==> src/rtl/single_port_ram_clr.sv <==
// Single-port RAM with selectable async/sync read and a sequential
// zero-fill engine that runs after reset or on a clear request.
module single_port_ram_clr #(
    parameter int DATA_WIDTH     = 8,
    parameter int ADDR_WIDTH     = 8,
    parameter int READ_MODE      = 0,
    parameter int CLEAR_ON_RESET = 1
) (
    input  logic                  clk,
    input  logic                  rst_n,
    input  logic                  we,
    input  logic [ADDR_WIDTH-1:0] addr,
    input  logic [DATA_WIDTH-1:0] din,
    input  logic                  clr,
    output logic [DATA_WIDTH-1:0] dout,
    output logic                  busy
);

    localparam int DEPTH = 1 << ADDR_WIDTH;
    localparam logic [ADDR_WIDTH-1:0] LAST = '1;

    typedef enum logic {
        S_IDLE  = 1'b0,
        S_CLEAR = 1'b1
    } state_t;

    state_t                r_state;
    state_t                w_state_nxt;
    logic [ADDR_WIDTH-1:0] r_cptr;
    logic [ADDR_WIDTH-1:0] w_cptr_nxt;
    logic [DATA_WIDTH-1:0] r_mem [0:DEPTH-1];
    logic                  w_wen;
    logic [ADDR_WIDTH-1:0] w_waddr;
    logic [DATA_WIDTH-1:0] w_wdata;

    // The clear engine borrows the single write port from the user.
    always_comb begin
        w_state_nxt = r_state;
        w_cptr_nxt  = r_cptr;
        w_wen       = 1'b0;
        w_waddr     = addr;
        w_wdata     = din;
        unique case (r_state)
            S_IDLE: begin
                w_wen = we;
                if (clr) begin
                    w_state_nxt = S_CLEAR;
                    w_cptr_nxt  = '0;
                end
            end
            S_CLEAR: begin
                w_wen      = 1'b1;
                w_waddr    = r_cptr;
                w_wdata    = '0;
                w_cptr_nxt = r_cptr + 1'b1;
                if (r_cptr == LAST) begin
                    w_state_nxt = S_IDLE;
                end
            end
        endcase
    end

    always_ff @(posedge clk) begin
        if (!rst_n) begin
            r_state <= (CLEAR_ON_RESET != 0) ? S_CLEAR : S_IDLE;
            r_cptr  <= '0;
        end else begin
            r_state <= w_state_nxt;
            r_cptr  <= w_cptr_nxt;
        end
    end

    always_ff @(posedge clk) begin
        if (rst_n && w_wen) begin
            r_mem[w_waddr] <= w_wdata;
        end
    end

    assign busy = (r_state == S_CLEAR);

    generate
        if (READ_MODE == 1) begin : g_sync
            logic [DATA_WIDTH-1:0] r_dout;

            // Read-first: the array read sees the pre-edge contents.
            always_ff @(posedge clk) begin
                if (!rst_n) begin
                    r_dout <= '0;
                end else if (r_state == S_CLEAR) begin
                    r_dout <= '0;
                end else begin
                    r_dout <= r_mem[addr];
                end
            end

            assign dout = busy ? '0 : r_dout;
        end else begin : g_async
            assign dout = busy ? '0 : r_mem[addr];
        end
    endgenerate

endmodule

==> config.mk <==
export PLATFORM = sky130hd
export DESIGN_NAME = single_port_ram_clr
export DESIGN_NICKNAME = d
export VERILOG_FILES = /design/src/rtl/single_port_ram_clr.sv
export SDC_FILE = /design/constraint.sdc
export NUM_CORES = 2
export LEC_CHECK = 0
export ABC_CLOCK_PERIOD_IN_PS = 11500
export CAP_MARGIN = 20
export CORE_ASPECT_RATIO = 0.9
export CORE_MARGIN = 2
export CORE_UTILIZATION = 33
export DETAILED_ROUTE_END_ITERATION = 8
export GPL_ROUTABILITY_DRIVEN = 0
export GPL_TIMING_DRIVEN = 0
export SETUP_SLACK_MARGIN = 0.02
export SYNTH_ARGS = -nofsm -noshare
export SYNTH_HDL_FRONTEND = slang
export SYNTH_SLANG_ARGS = --single-unit
==> constraint.sdc <==
create_clock -name clk -period 11.5 [get_ports clk]
set_clock_uncertainty 0.15 [all_clocks]
set_input_delay 1.15 -clock clk [delete_from_list [all_inputs] [get_ports clk]]
set_output_delay 1.15 -clock clk [all_outputs]
set_load 0.005 [all_outputs]
==> metrics.txt <==
# TYPE chip_impl_metric gauge
chip_impl_info{name="status",value="finished, final reports clean"} 1
chip_impl_metric{name="place.port_buffers",unit=""} 24
chip_impl_info{name="category_of_the_critical_setup_timing_path",value="in2out"} 1
chip_impl_metric{name="yosys.area.top_type_share",unit="%"} 77.1
chip_impl_metric{name="die_area",unit="um2"} 246000
chip_impl_metric{name="synth_cell_types",unit=""} 45
chip_impl_metric{name="setup_viol",unit=""} 0
chip_impl_info{name="synthFlopType",value="sky130_fd_sc_hd__edfxtp_1"} 1
chip_impl_metric{name="post_cts.resized_instances",unit=""} 0
chip_impl_metric{name="groute.usage.overall",unit="%"} 18.8
chip_impl_metric{name="drv_cap",unit=""} 0
chip_impl_info{name="critical_path.reg2reg.startpoint",value="busy"} 1
chip_impl_metric{name="whs",unit="ps"} 374
chip_impl_metric{name="place_ws",unit="ps"} 3270
chip_impl_metric{name="max_freq",unit="GHz"} 0.117
chip_impl_metric{name="totalWireLength",unit="um"} 235000
chip_impl_metric{name="finalWorstSetupSlack",unit="ps"} 2970
chip_impl_metric{name="synth-seq-cells",unit=""} 2057
chip_impl_info{name="critPathSlowestCell",value="sky130_fd_sc_hd__a221oi_1"} 1
chip_impl_metric{name="syn-num-nets",unit=""} 3914
chip_impl_metric{name="cp_slowest_stage_delay",unit="ps"} 1090
chip_impl_metric{name="syn_area_per_cell",unit="um2"} 20.5
chip_impl_metric{name="detailedRoute.firstIterationViolations",unit=""} 6431
chip_impl_metric{name="num_rows",unit=""} 171
chip_impl_metric{name="htreeDepth",unit=""} 4
chip_impl_metric{name="hold-path-cell-count",unit=""} 2
chip_impl_metric{name="die_width",unit="um"} 522
chip_impl_metric{name="die_h",unit="um"} 470
chip_impl_info{name="critPathTopFamily",value="buffers and inverters"} 1
chip_impl_metric{name="total_power",unit="mW"} 15.3
chip_impl_metric{name="p_leak",unit="nW"} 28.7
chip_impl_metric{name="holdBufCountCts",unit=""} 0
chip_impl_info{name="synth_commonest_cells",value="sky130_fd_sc_hd__edfxtp_1 (2,048), sky130_fd_sc_hd__mux4_2 (432), sky130_fd_sc_hd__nor2_1 (292)"} 1
chip_impl_info{name="rsz0062_at_grt",value="no"} 1
chip_impl_metric{name="grt_first_pass_wirelength",unit="um"} 324000
chip_impl_metric{name="hpwl_after_detailed_placement",unit="um"} 162000
chip_impl_metric{name="vias",unit=""} 42266
chip_impl_metric{name="yosysSeqAreaShare",unit="%"} 77.3
chip_impl_metric{name="post-route-period-util",unit="%"} 74.1
chip_impl_metric{name="worst-endpoint-required",unit="ps"} 10200
chip_impl_metric{name="wl_per_cell",unit="um"} 31.1
chip_impl_metric{name="area_delta_synth_final",unit="%"} 15.2
chip_impl_metric{name="post-cts-setup-buffer-count",unit=""} 0
chip_impl_metric{name="rr_worst_depth",unit=""} 6
chip_impl_metric{name="pwr_density",unit="nW/um2"} 166
chip_impl_metric{name="met3WireLength",unit="um"} 26000
chip_impl_metric{name="overflow",unit=""} 0
chip_impl_metric{name="ioPinCount",unit=""} 29
chip_impl_info{name="clock_tree_from_tritoncts",value="built"} 1
chip_impl_info{name="crit-reg2reg-capture",value="r_mem[217][3]"} 1
chip_impl_info{name="topRoutingLayerUsed",value="met5"} 1
chip_impl_info{name="synth_top_area_cell",value="sky130_fd_sc_hd__edfxtp_1"} 1
chip_impl_metric{name="numClockSinks",unit=""} 2057
chip_impl_metric{name="synth_cells",unit=""} 3893
chip_impl_metric{name="final_hold_viol_count",unit=""} 0
chip_impl_metric{name="synthArstFlopShare",unit="%"} 0
chip_impl_metric{name="wl_met1",unit="um"} 97300
chip_impl_metric{name="cp_num_buf_inv",unit=""} 4
chip_impl_metric{name="post_drt_via_cell_ratio",unit=""} 5.59
chip_impl_metric{name="worstSkewPairLatency",unit="ps"} 860
chip_impl_metric{name="timing.setup.tns",unit="ps"} 0
chip_impl_metric{name="synthesis.yosys.warnings",unit=""} 0
chip_impl_info{name="clock_tree.root_cell",value="sky130_fd_sc_hd__clkbuf_16"} 1
chip_impl_metric{name="ant_nets",unit=""} 0
chip_impl_metric{name="post_synth_instance_area",unit="um2"} 79800
chip_impl_metric{name="nNetsFinal",unit=""} 4218
chip_impl_info{name="worst_hold_path.endpoint",value="r_cptr[7]"} 1
chip_impl_metric{name="arrival",unit="ps"} 7230
chip_impl_metric{name="placedCellCount",unit=""} 7190
chip_impl_metric{name="timing_worst_slew_pin_value",unit="ps"} 1240
chip_impl_info{name="worstPathCellList",value="clkdlybuf4s50_1, clkbuf_1, clkbuf_1, nand2_1, a221oi_1, o21ai_0, nand3_1, nor3_1, or4_1, clkdlybuf4s50_1"} 1
chip_impl_metric{name="drt_first_pass_iters",unit=""} 6
chip_impl_metric{name="synth_edf_count",unit=""} 2048
chip_impl_info{name="hp-start",value="r_cptr[7]"} 1
chip_impl_metric{name="core_area",unit="um2"} 241000
chip_impl_metric{name="clk_path_buf_depth",unit=""} 3
chip_impl_metric{name="finalNonFillerCells",unit=""} 7562
chip_impl_metric{name="floorplan.initialDensity",unit="%"} 33.1
chip_impl_metric{name="critical_path.max_fanout",unit=""} 10
chip_impl_metric{name="first_global_vias",unit=""} 40687
chip_impl_info{name="yosysMostFrequentCell",value="sky130_fd_sc_hd__edfxtp_1"} 1
chip_impl_metric{name="cts_made_buffers",unit=""} 196
chip_impl_metric{name="worst_slew_margin_rel",unit="%"} 17.5
chip_impl_info{name="setup.worst_path.end_class",value="primary output"} 1
chip_impl_metric{name="finalMaxSlewViolations",unit=""} 0
chip_impl_info{name="worstSetupStartpointType",value="primary input"} 1
chip_impl_metric{name="regToRegSetupSlack",unit="ps"} 6420
chip_impl_metric{name="grt_start_max_net_pins",unit=""} 51
chip_impl_metric{name="finalWorstPathRequiredPeriod",unit="ps"} 8530
chip_impl_metric{name="layout-drive-gt1-share",unit="%"} 21.0
chip_impl_metric{name="antenna_found_initial",unit=""} 22
chip_impl_info{name="class_of_the_worst_hold_path",value="reg2reg"} 1
chip_impl_metric{name="vdd.ir_drop.worst",unit="mV"} 0.131
chip_impl_info{name="netlist_top_cells_area",value="sky130_fd_sc_hd__edfxtp_1 (77%), sky130_fd_sc_hd__mux4_2 (12%), sky130_fd_sc_hd__mux2i_1 (2.3%), sky130_fd_sc_hd__nor2_1 (1.4%), sky130_fd_sc_hd__o221ai_1 (0.97%)"} 1
chip_impl_metric{name="met2_wirelength",unit="um"} 104000
chip_impl_metric{name="clk_pin_slew",unit="ps"} 60
chip_impl_metric{name="route.detailed.drc",unit=""} 0
worst max-delay path by stage:
stage                          endpoint  depth (start not counted)  slack [ps]  startpoint
final                           dout[1]                         10        2970     addr[3]
after global routing            dout[0]                         10        3060     addr[3]
after CTS                       dout[2]                         10        3270     addr[3]
after detailed placement        dout[2]                         10        3270     addr[3]
after global placement    r_mem[112][2]                          2       -6490      din[2]
after floorplan             r_mem[0][0]                          1        2610      din[0]
layout make-up:
cell class | count | area, um2
Buffer | 243 | 1230
Multi-Input combinational cell | 1584 | 16900
Fill cell | 21745 | 149000
Inverter | 9 | 33.8
Tap cell | 3200 | 4000
Sequential cell | 2057 | 61700
Clock inverter | 117 | 1240
Timing Repair Buffer | 106 | 1710
Clock buffer | 241 | 5120
Antenna cell | 5 | 12.5
placed cells by master (no fill, tap or decap), drive strengths merged, types with 18 or more instances in the layout:
cell and count:
edfxtp 2048, mux4 432, clkbuf 360, nor2 292, buf 206, mux2i 186, o22ai 95, clkinv 92
o221ai 88, a21oi 87, nand2 85, nand3 51, nor3 42, a22oi 32, o21ai 30, clkdlybuf4s50 24
bufinv 19, a31oi 18
registers in the layout, summed over array words and instances, names as in the netlist:
| register | flops |
|---|---|
| busy | 1 |
| r_cptr | 8 |
| r_mem | 2048 |
logic make-up (layout without fill, tap and decap cells):
kind of cell	after synthesis	in the layout	synth area share (%)
buf+inv	252	716	1.57
flops	2057	2057	77.3
other cells	0	5	0
mux	626	626	14.6
compound gates	394	394	3.35
fa+ha+maj	1	1	0.0157
simple gates	563	563	3.12
metal layers:
layer | up-vias | global-route usage, %
met2 | 2502 | 27.4
met3 | 375 | 4.91
met5 | - | 0
met4 | 6 | 6.09
met1 | 22523 | 27.2
li1 | 16860 | -
metrics by stage:
step | utilization (%) | area (um2)
finish | 38.2 | 91900
floorplan | - | 79800
detailed placement | 35.5 | 85500
CTS | 38.1 | 91800
global route | 38.2 | 91900
global placement | 34.9 | 84000
worst register-to-register path: stages, from the launching register on:
cell	delay [ps]
sky130_fd_sc_hd__dfxtp_1	400
sky130_fd_sc_hd__clkbuf_1	400
sky130_fd_sc_hd__clkinv_1	430
sky130_fd_sc_hd__o32ai_1	910
sky130_fd_sc_hd__nand3_1	590
sky130_fd_sc_hd__clkbuf_2	740
sky130_fd_sc_hd__nor2_1	1060
power by group:
part	internal (mW)	switching, mW	leakage [nW]
logic	0.238	0.426	6.57
clock network	3.60	2.86	3.08
registers	8.12	0.00232	19.0
No activity file was read; power rests on OpenSTA's default activity.
